### config.mk
export PLATFORM = sky130hd
export DESIGN_NAME = lane_align_ctrl
export DESIGN_NICKNAME = d
export VERILOG_FILES = /design/src/rtl/lane_align_pkg.sv /design/src/rtl/lane_align_lane.sv /design/src/rtl/lane_align_ctrl.sv
export SDC_FILE = /design/constraint.sdc
export NUM_CORES = 1
export LEC_CHECK = 0
export BUFFER_PORTS_ARGS = -buffer_cell sky130_fd_sc_hd__buf_4
export CAP_MARGIN = 20
export CORE_AREA = 8 8 67 92
export CTS_CLUSTER_SIZE = 40
export DETAILED_ROUTE_END_ITERATION = 8
export DIE_AREA = 0 0 75 100
export PLACE_DENSITY = 0.82
export RECOVER_POWER = 100
export SLEW_MARGIN = 20
export SYNTH_ARGS = -nofsm -noshare
export SYNTH_HDL_FRONTEND = slang
export SYNTH_SLANG_ARGS = --single-unit
### constraint.sdc
create_clock -name sys_clk -period 3.97 [get_ports sys_clk]
set_input_delay 0.1985 -clock sys_clk [delete_from_list [all_inputs] [get_ports sys_clk]]
set_output_delay 0.1985 -clock sys_clk [all_outputs]
set_load 0.02 [all_outputs]
### src/rtl/lane_align_pkg.sv
// lane_align_pkg: shared state encoding and position constants for lane alignment
package lane_align_pkg;
    typedef enum logic [2:0] {IDLE, SETTLE, CHECK, SLIP, LOCKED, FAIL} state_t;
    localparam int BEATS_PER_WORD = 2;
    localparam int SLIPS_PER_BEAT = 6;
    localparam int POS_MAX = BEATS_PER_WORD * SLIPS_PER_BEAT - 1;
endpackage

### src/rtl/lane_align_lane.sv
// lane_align_lane: per-lane mismatch tracking, slip position, phase select and bitslip pulse
module lane_align_lane
    import lane_align_pkg::*;
#(
    parameter int WIDTH = 12,
    parameter logic [WIDTH-1:0] TRAIN_PATTERN = 'h0F3
) (
    input  logic             sys_clk,
    input  logic             sys_rst,
    input  logic             clear,
    input  logic             win_start,
    input  logic             check,
    input  logic             win_end,
    input  logic             slip,
    input  logic             word_phase,
    input  logic [WIDTH-1:0] data,
    output logic             bitslip,
    output logic             phase_sel,
    output logic             lane_ok,
    output logic             pass,
    output logic [3:0]       pos
);
    logic mism;
    logic hit_bad;

    assign hit_bad = check && (word_phase == phase_sel) && (data != TRAIN_PATTERN);
    assign pass = !mism && !hit_bad;

    // window bookkeeping; the final window cycle's sample is folded in through pass
    always_ff @(posedge sys_clk) begin
        if (sys_rst) begin
            bitslip   <= 1'b0;
            phase_sel <= 1'b0;
            lane_ok   <= 1'b0;
            mism      <= 1'b0;
            pos       <= '0;
        end else begin
            bitslip <= slip && !lane_ok;
            if (clear) begin
                phase_sel <= 1'b0;
                lane_ok   <= 1'b0;
                mism      <= 1'b0;
                pos       <= '0;
            end else begin
                mism <= win_start ? 1'b0 : (mism | hit_bad);
                if (win_end && pass)
                    lane_ok <= 1'b1;
                if (slip && !lane_ok) begin
                    pos       <= pos + 4'd1;
                    phase_sel <= (pos + 4'd1) >= 4'(SLIPS_PER_BEAT);
                end
            end
        end
    end
endmodule

### src/rtl/lane_align_ctrl.sv
// lane_align_ctrl: training FSM sequencing bitslip and phase select until all lanes match; LANE_ALIGN_STATS_EN adds slip_pos and retrain_cnt
module lane_align_ctrl
    import lane_align_pkg::*;
#(
    parameter int LANES = 4,
    parameter int WIDTH = 12,
    parameter logic [WIDTH-1:0] TRAIN_PATTERN = 'h0F3,
    parameter int SETTLE_CYCLES = 8,
    parameter int MATCH_COUNT = 16
) (
    input  logic                   sys_clk,
    input  logic                   sys_rst,
    input  logic                   start,
    input  logic [LANES*WIDTH-1:0] in_data,
    input  logic                   word_phase,
    output logic [LANES-1:0]       bitslip,
    output logic [LANES-1:0]       phase_sel,
    output logic [LANES-1:0]       lane_ok,
    output logic                   busy,
    output logic                   locked,
`ifdef LANE_ALIGN_STATS_EN
    output logic [LANES*4-1:0]     slip_pos,
    output logic [7:0]             retrain_cnt,
`endif
    output logic                   fail
);
    state_t state;
    logic [8:0] cnt;
    logic start_q;
    logic clear, win_start, win_end, check, slip;
    logic all_ok, any_fail;
    logic [LANES-1:0] pass, at_max;
    logic [3:0] pos [LANES];

    assign clear = start && (state == IDLE || ((state == LOCKED || state == FAIL) && !start_q));
    assign win_start = state == SETTLE && cnt == 9'(SETTLE_CYCLES - 1);
    assign win_end = state == CHECK && cnt == 9'(2 * MATCH_COUNT - 1);
    assign check = state == CHECK;
    assign slip = state == SLIP;
    assign all_ok = &(lane_ok | pass);
    assign any_fail = |(~(lane_ok | pass) & at_max);

    for (genvar i = 0; i < LANES; i++) begin : g_lane
        lane_align_lane #(.WIDTH(WIDTH), .TRAIN_PATTERN(TRAIN_PATTERN)) u_lane (
            .sys_clk    (sys_clk),
            .sys_rst    (sys_rst),
            .clear      (clear),
            .win_start  (win_start),
            .check      (check),
            .win_end    (win_end),
            .slip       (slip),
            .word_phase (word_phase),
            .data       (in_data[i*WIDTH +: WIDTH]),
            .bitslip    (bitslip[i]),
            .phase_sel  (phase_sel[i]),
            .lane_ok    (lane_ok[i]),
            .pass       (pass[i]),
            .pos        (pos[i])
        );
        assign at_max[i] = pos[i] == 4'(POS_MAX);
`ifdef LANE_ALIGN_STATS_EN
        assign slip_pos[i*4 +: 4] = pos[i];
`endif
    end

    // training sequencer with registered status flags; start only matters in IDLE/LOCKED/FAIL
    always_ff @(posedge sys_clk) begin
        if (sys_rst) begin
            state   <= IDLE;
            cnt     <= '0;
            start_q <= 1'b0;
            busy    <= 1'b0;
            locked  <= 1'b0;
            fail    <= 1'b0;
        end else begin
            start_q <= start;
            case (state)
                IDLE, LOCKED, FAIL: begin
                    if (clear) begin
                        state  <= SETTLE;
                        cnt    <= '0;
                        busy   <= 1'b1;
                        locked <= 1'b0;
                        fail   <= 1'b0;
                    end
                end
                SETTLE: begin
                    cnt   <= win_start ? 9'd0 : cnt + 9'd1;
                    state <= win_start ? CHECK : SETTLE;
                end
                CHECK: begin
                    cnt <= win_end ? 9'd0 : cnt + 9'd1;
                    if (win_end) begin
                        state  <= all_ok ? LOCKED : any_fail ? FAIL : SLIP;
                        locked <= all_ok;
                        fail   <= !all_ok && any_fail;
                        busy   <= !all_ok && !any_fail;
                    end
                end
                SLIP: state <= SETTLE;
                default: state <= IDLE;
            endcase
        end
    end

`ifdef LANE_ALIGN_STATS_EN
    // saturating count of trainings started, cleared only by reset
    always_ff @(posedge sys_clk) begin
        if (sys_rst)
            retrain_cnt <= '0;
        else if (clear && retrain_cnt != 8'hFF)
            retrain_cnt <= retrain_cnt + 8'd1;
    end
`endif
endmodule

Word-level counts from Yosys, hierarchy flattened

Cells that the tools add are included.

Register bits after elaboration: 48
Bits of input ports: 52
Output and inout port bits: 15
Logic and storage cells: 135

Add/sub/neg operators: 5
Magnitude comparators: 4
Eq/ne operators: 21
Multiplexer cells: 18
Bitwise gates (word level): 7
Reductions and logical operators: 54

Operators with widths:

| kind                                                   | count |
|---|---|
| inequality test 12 x 8 -> 1 bit, second input constant | 4 |
| 2-to-1 mux 9 bit                                       | 3 |
| case mux 9 bit (3 select lines)                        | 1 |
| logical AND 1 bit                                      | 26 |
| adder 4 x 1 -> 4 bit, second input constant            | 4 |
| == test 4 bit, second input constant                   | 4 |
| >= comparator 4 x 3 -> 1 bit, second input constant    | 4 |
| logical NOT 1 bit                                      | 15 |
| 2-to-1 mux 3 bit                                       | 4 |
| case mux 3 bit (4 select lines)                        | 1 |
| adder 9 x 1 -> 9 bit, second input constant            | 1 |
| == test 9 x 3 -> 1 bit, second input constant          | 1 |
| == test 9 x 5 -> 1 bit, second input constant          | 1 |
| == test 3 x 2 -> 1 bit, second input constant          | 2 |
| == test 3 bit, second input constant                   | 2 |
| case mux 1 bit (2 select lines)                        | 3 |
| OR reduction 3 bit                                     | 2 |
| 2-to-1 mux 1 bit                                       | 5 |
| AND 4 bit                                              | 1 |
| == test 1 bit                                          | 4 |
| inequality test 2 bit, second input constant           | 2 |
| inverter 4 bit                                         | 1 |
| OR 1 bit                                               | 4 |
| OR 4 bit                                               | 1 |
| 11 further kinds                                       | 13 |

Logic depth before layout (Yosys ltp)

Depth after elaboration: 13
Gate-level depth with buffers: 8
Gate-level depth less buffers: 7

Modules after synthesis

Synthesis repeated with hierarchy kept, for this count alone.

Cell total of the unflattened synthesis: 291
Area, all modules: 2697.6 um^2

Modules (own cells, without submodules):

| module          | instances | cells each | area each (um^2) | seq. area each (um^2) |
|---|---|---|---|---|
| lane_align_lane | 4         | 43         | 425.4            | 160.2 |
| lane_align_ctrl | 1         | 119        | 996.0            | 320.3 |

Least setup slack after synthesis

Ideal clock, no wire load.

Kind: register to register
Start point: reg g_lane[3].u_lane.mism
End point: reg state[1]
Arrival: 1.535 ns
Slack: 2.303 ns
Stages on the path, launching flop included: 7
Buffers on the path: 0
Period minus slack after synthesis: 1.667 ns
Cell sequence: dfxtp_1 and4bb_1 and4b_1 nor3_1 or4_4 o21ai_0 o22ai_1

Longest elaborated chain between the ends: 10
Elaborated cells on any way between the ends: 11
Those cells by class: 4 x mux; 3 x bitwise; 4 x reduce/logical

RTL lines:

| item                                | line                                         | text |
|---|---|---|
| start: declaration                  | lane_align_lane.sv:23                        | `logic mism;` |
| start signal: assignment            | lane_align_lane.sv:45                        | `mism <= win_start ? 1'b0 : (mism \| hit_bad);` |
| logical NOT 1 bit (*)               | lane_align_lane.sv:27                        | `assign pass = !mism && !hit_bad;` |
| logical AND 1 bit (*)               | lane_align_lane.sv:27                        |  |
| OR 4 bit (*)                        | lane_align_ctrl.sv:40, lane_align_ctrl.sv:41 |  |
| inverter 4 bit                      | lane_align_ctrl.sv:41                        | `assign any_fail = \|(~(lane_ok \| pass) & at_max);` |
| AND 4 bit                           | lane_align_ctrl.sv:41                        |  |
| OR reduction 4 bit                  | lane_align_ctrl.sv:41                        |  |
| 2-to-1 mux 3 bit                    | lane_align_ctrl.sv:94                        | `state <= all_ok ? LOCKED : any_fail ? FAIL : SLIP;` |
| 2-to-1 mux 3 bit (*)                | lane_align_ctrl.sv:94                        |  |
| 2-to-1 mux 3 bit (*)                | lane_align_ctrl.sv:93                        | `if (win_end) begin` |
| case mux 3 bit (4 select lines) (*) | lane_align_ctrl.sv:77                        | `case (state)` |
| end signal: assignment              | lane_align_ctrl.sv:89                        | `state <= win_start ? CHECK : SETTLE;` |
| end signal: assignment              | lane_align_ctrl.sv:94                        |  |
| end: declaration                    | lane_align_ctrl.sv:27                        | `state_t state;` |

Every way passes the cells marked *; elsewhere a longest branch is shown, timed or not. The select of a mux whose other input is x is not followed.
A chain may end at the register's enable or synchronous reset.

Final worst setup path

Start point: reg state[1]
End point: reg busy

Longest elaborated chain between the ends: 13
Elaborated cells on any way between the ends: 40
Those cells by class: 5 x eq/ne; 2 x mux; 3 x bitwise; 30 x reduce/logical

RTL lines:

| item                            | line                                                                | text |
|---|---|---|
| == test 3 x 2 -> 1 bit          | lane_align_ctrl.sv:37, lane_align_ctrl.sv:38, lane_align_ctrl.sv:77 |  |
| logical AND 1 bit (2 in a row)  | lane_align_lane.sv:26                                               | `assign hit_bad = check && (word_phase == phase_sel) && (data != TRAIN_PATTERN);` |
| logical NOT 1 bit               | lane_align_lane.sv:27                                               |  |
| logical AND 1 bit               | lane_align_lane.sv:27                                               |  |
| OR 4 bit                        | lane_align_ctrl.sv:40, lane_align_ctrl.sv:41                        |  |
| inverter 4 bit                  | lane_align_ctrl.sv:41                                               |  |
| AND 4 bit                       | lane_align_ctrl.sv:41                                               |  |
| OR reduction 4 bit              | lane_align_ctrl.sv:41                                               |  |
| logical NOT 1 bit               | lane_align_ctrl.sv:97                                               | `busy <= !all_ok && !any_fail;` |
| logical AND 1 bit               | lane_align_ctrl.sv:97                                               |  |
| 2-to-1 mux 1 bit                | lane_align_ctrl.sv:93                                               |  |
| case mux 1 bit (2 select lines) | lane_align_ctrl.sv:77                                               |  |
| end signal: assignment          | lane_align_ctrl.sv:97                                               |  |
| end: declaration                | lane_align_ctrl.sv:19                                               | `output logic busy,` |

Parallel ways exist; a longest one is shown, timed or not. The select of a mux whose other input is x is not followed.

==> out/summary.txt <==
Final setup violation count: 0
Setup Buffers After CTS: 0
Tightest Pin Transition: 760.7 ps
Synth cell types: 52
Worst hold path class: input pin to flop
Post-synthesis async set-or-reset flop share: 0%
Clock root cell: clkbuf_8
Final WS setup: 1686 ps
Setup WS pre-CTS: 1969 ps
Vias: 2288
Largest net degree at the start of global routing: 26
Max Freq: 437.8 MHz
Routability cong.: 0.7956
Total Die Area: 7500 sq um
Htree depth: 2
Nets: 415
Critical Path Source Type: flop
Hold Buf Count CTS: 0
Gate Count Post-Synth: 302
Share of cells above drive strength 1: 20.28%
Mapped Area: 2619 sq um
Final critical-path required period: 2284 ps
CTS clk-pin slew, worst paths: 80 ps
PD cells: 295.8 nW/um^2
WS Path Type: flop to flop
Slew HR: 49.29%
Worst skew pair latency: 310 ps
Setup TNS: 0 ps
EDFF count, synth: 0
Leading area contributor after synthesis: dfxtp_1
Vias in the first global route: 2366
# DRC: 0
TritonRoute pass-1 iters: 5
Worst-case clock buffer depth: 2
Post-route ant nets: 0
Initial antenna violation count: 0
CP endpoint kind: flop
# Max-Cap Violations: 0
Synth area leaders: dfxtp_1 (37%), xor2_1 (7.4%), nor2_1 (7.2%)
Period utilisation layout: 57.54%
Drt wl/cell: 15.06 um
Area after DPL: 3049 sq um
WP data required: 4130 ps
Layout fillers: 435
Top FF cell, synth: dfxtp_1
Die height: 100 um
Diode count: 0
IO buf count: 66
Top-area cell type share of the netlist area: 36.69%
Status: complete, no violations
Drt first-iter violations: 118
Static leakage: 1.251 nW
VDD IR max: 276.7 uV
Hpwl dp: 4952 um
Vias per inst: 5.461
Final core occ: 64.51%
Hold WS: 150.3 ps
Post-synthesis register bit count: 48
Critical Path Fanout Max: 15
Initial core utilization: 54.93%
Core box area: 4767 sq um
GRT Residual Overflow: 0
First-pass GRT wire length: 10160 um
Final Skew: 9.624 ps
Mapped Nets: 363
Yosys warns: 0
Post-CTS sizing: 0
Crit path DAT: 2440 ps
Design area: 3075 sq um
Die width: 75 um
Fin. Hold Viols: 0
Most frequent cells in the layout: nor2_1 (50), buf_4 (50), dfxtp_1 (48)
Final WL: 6311 um
Slew Viols, Final: 0
Rows: 30
Syn avg cell area: 8.671 sq um
Layout area overhead: 17.44%
Overall global routing resource usage: 17.14%
IO Count: 67
RSZ-0062 raised after global routing: no
CTS sink count: 48
CTS tree: done
TritonCTS buffer count: 5
Post-synthesis sequential area ratio: 36.69%
cell usage after synthesis (all sizes together), types with 4 or more instances:
| library cell | n |
|---|---|
| dfxtp | 48 |
| ha | 9 |
| a21oi | 13 |
| clkbuf | 4 |
| xnor2 | 10 |
| xor2 | 22 |
| buf | 17 |
| and4b | 4 |
| nor2 | 50 |
| nor4bb | 6 |
| nand3 | 8 |
| o21ai | 5 |
| nor3 | 16 |
| or2 | 5 |
| a311oi | 4 |
| a211oi | 5 |
| nand2 | 19 |
| nand3b | 5 |
| inv | 9 |
| or3 | 5 |
report_power, final:
group | internal [W] | leakage [nW] | switching (W)
Combinational | 0.0000463 | 0.808 | 0.0000281
Clock | 0.000187 | 0.0552 | 0.000161
Sequential | 0.000484 | 0.387 | 0.00000360
Total | 0.000717 | 1.25 | 0.000192
sequential cells by signal (all words and copies together) (netlist names):
| signal | flops |
|---|---|
| state | 3 |
| start_q | 1 |
| g_lane.u_lane.mism | 4 |
| g_lane.u_lane.pos | 16 |
| cnt | 9 |
| g_lane.u_lane.phase_sel | 4 |
| busy | 1 |
| fail | 1 |
| g_lane.u_lane.lane_ok | 4 |
| g_lane.u_lane.bitslip | 4 |
| locked | 1 |
path summary, 6_finish.rpt:
check / startpoint / end / slack, ps / cells after the start
worst min-delay path: start / start_q / 150 / 2
worst max register to register: state[1] / busy / 1690 / 6
worst max-delay path: state[1] / busy / 1690 / 6
worst min register to register: busy / busy / 460 / 2
metrics by stage:
| stage | std cells | power [W] |
|---|---|---|
| after global placement | 411 | 0.0005736 |
| after floorplan | 302 | 0.0005329 |
| after detailed placement | 411 | 0.0005749 |
| after global routing | 419 | 0.0009387 |
| final | 419 | 0.0009096 |
| after CTS | 419 | 0.0009149 |
area by class of cell:
cell class                      count  area, sq um  share of cell area (%)
Clock buffer                        6        72.57                   2.360
Clock inverter                      2        35.03                   1.139
Sequential cell                    48        960.9                   31.24
Timing Repair Buffer               66        435.4                   14.16
Inverter                            9        33.78                   1.098
Multi-Input combinational cell    224         1458                   47.40
Tap cell                           64        80.08                   2.604
per-layer routing:
metal | vias to the layer above | GRT usage (%) | share of wire (%)
met3 | 4 | 3.792 | 2.3
met4 | 0 | 5.152 | 0.78
li1 | 1145 | - | -
met2 | 39 | 34.18 | 59
met1 | 1100 | 15.91 | 38
met5 | - | 0 | 0
logic make-up (layout without fill, tap and decap cells):
logic type | after synthesis | count (layout) | synth area share [%]
xor+xnor | 32 | 32 | 10.70
buf+inv | 30 | 83 | 6.832
mux | 2 | 2 | 0.7645
compound gates | 39 | 39 | 10.27
fa+ha+maj | 9 | 9 | 4.300
simple gates | 142 | 142 | 30.43
flops | 48 | 48 | 36.69
critical path, cell delays in order (launching register included):
cell	delay, ps
dfxtp_1	630
nor3b_1	570
a21oi_1	190
nor4_1	310
nor4_1	180
a21boi_2	190
a211oi_1	60
Power figures use the tool's default switching activity.
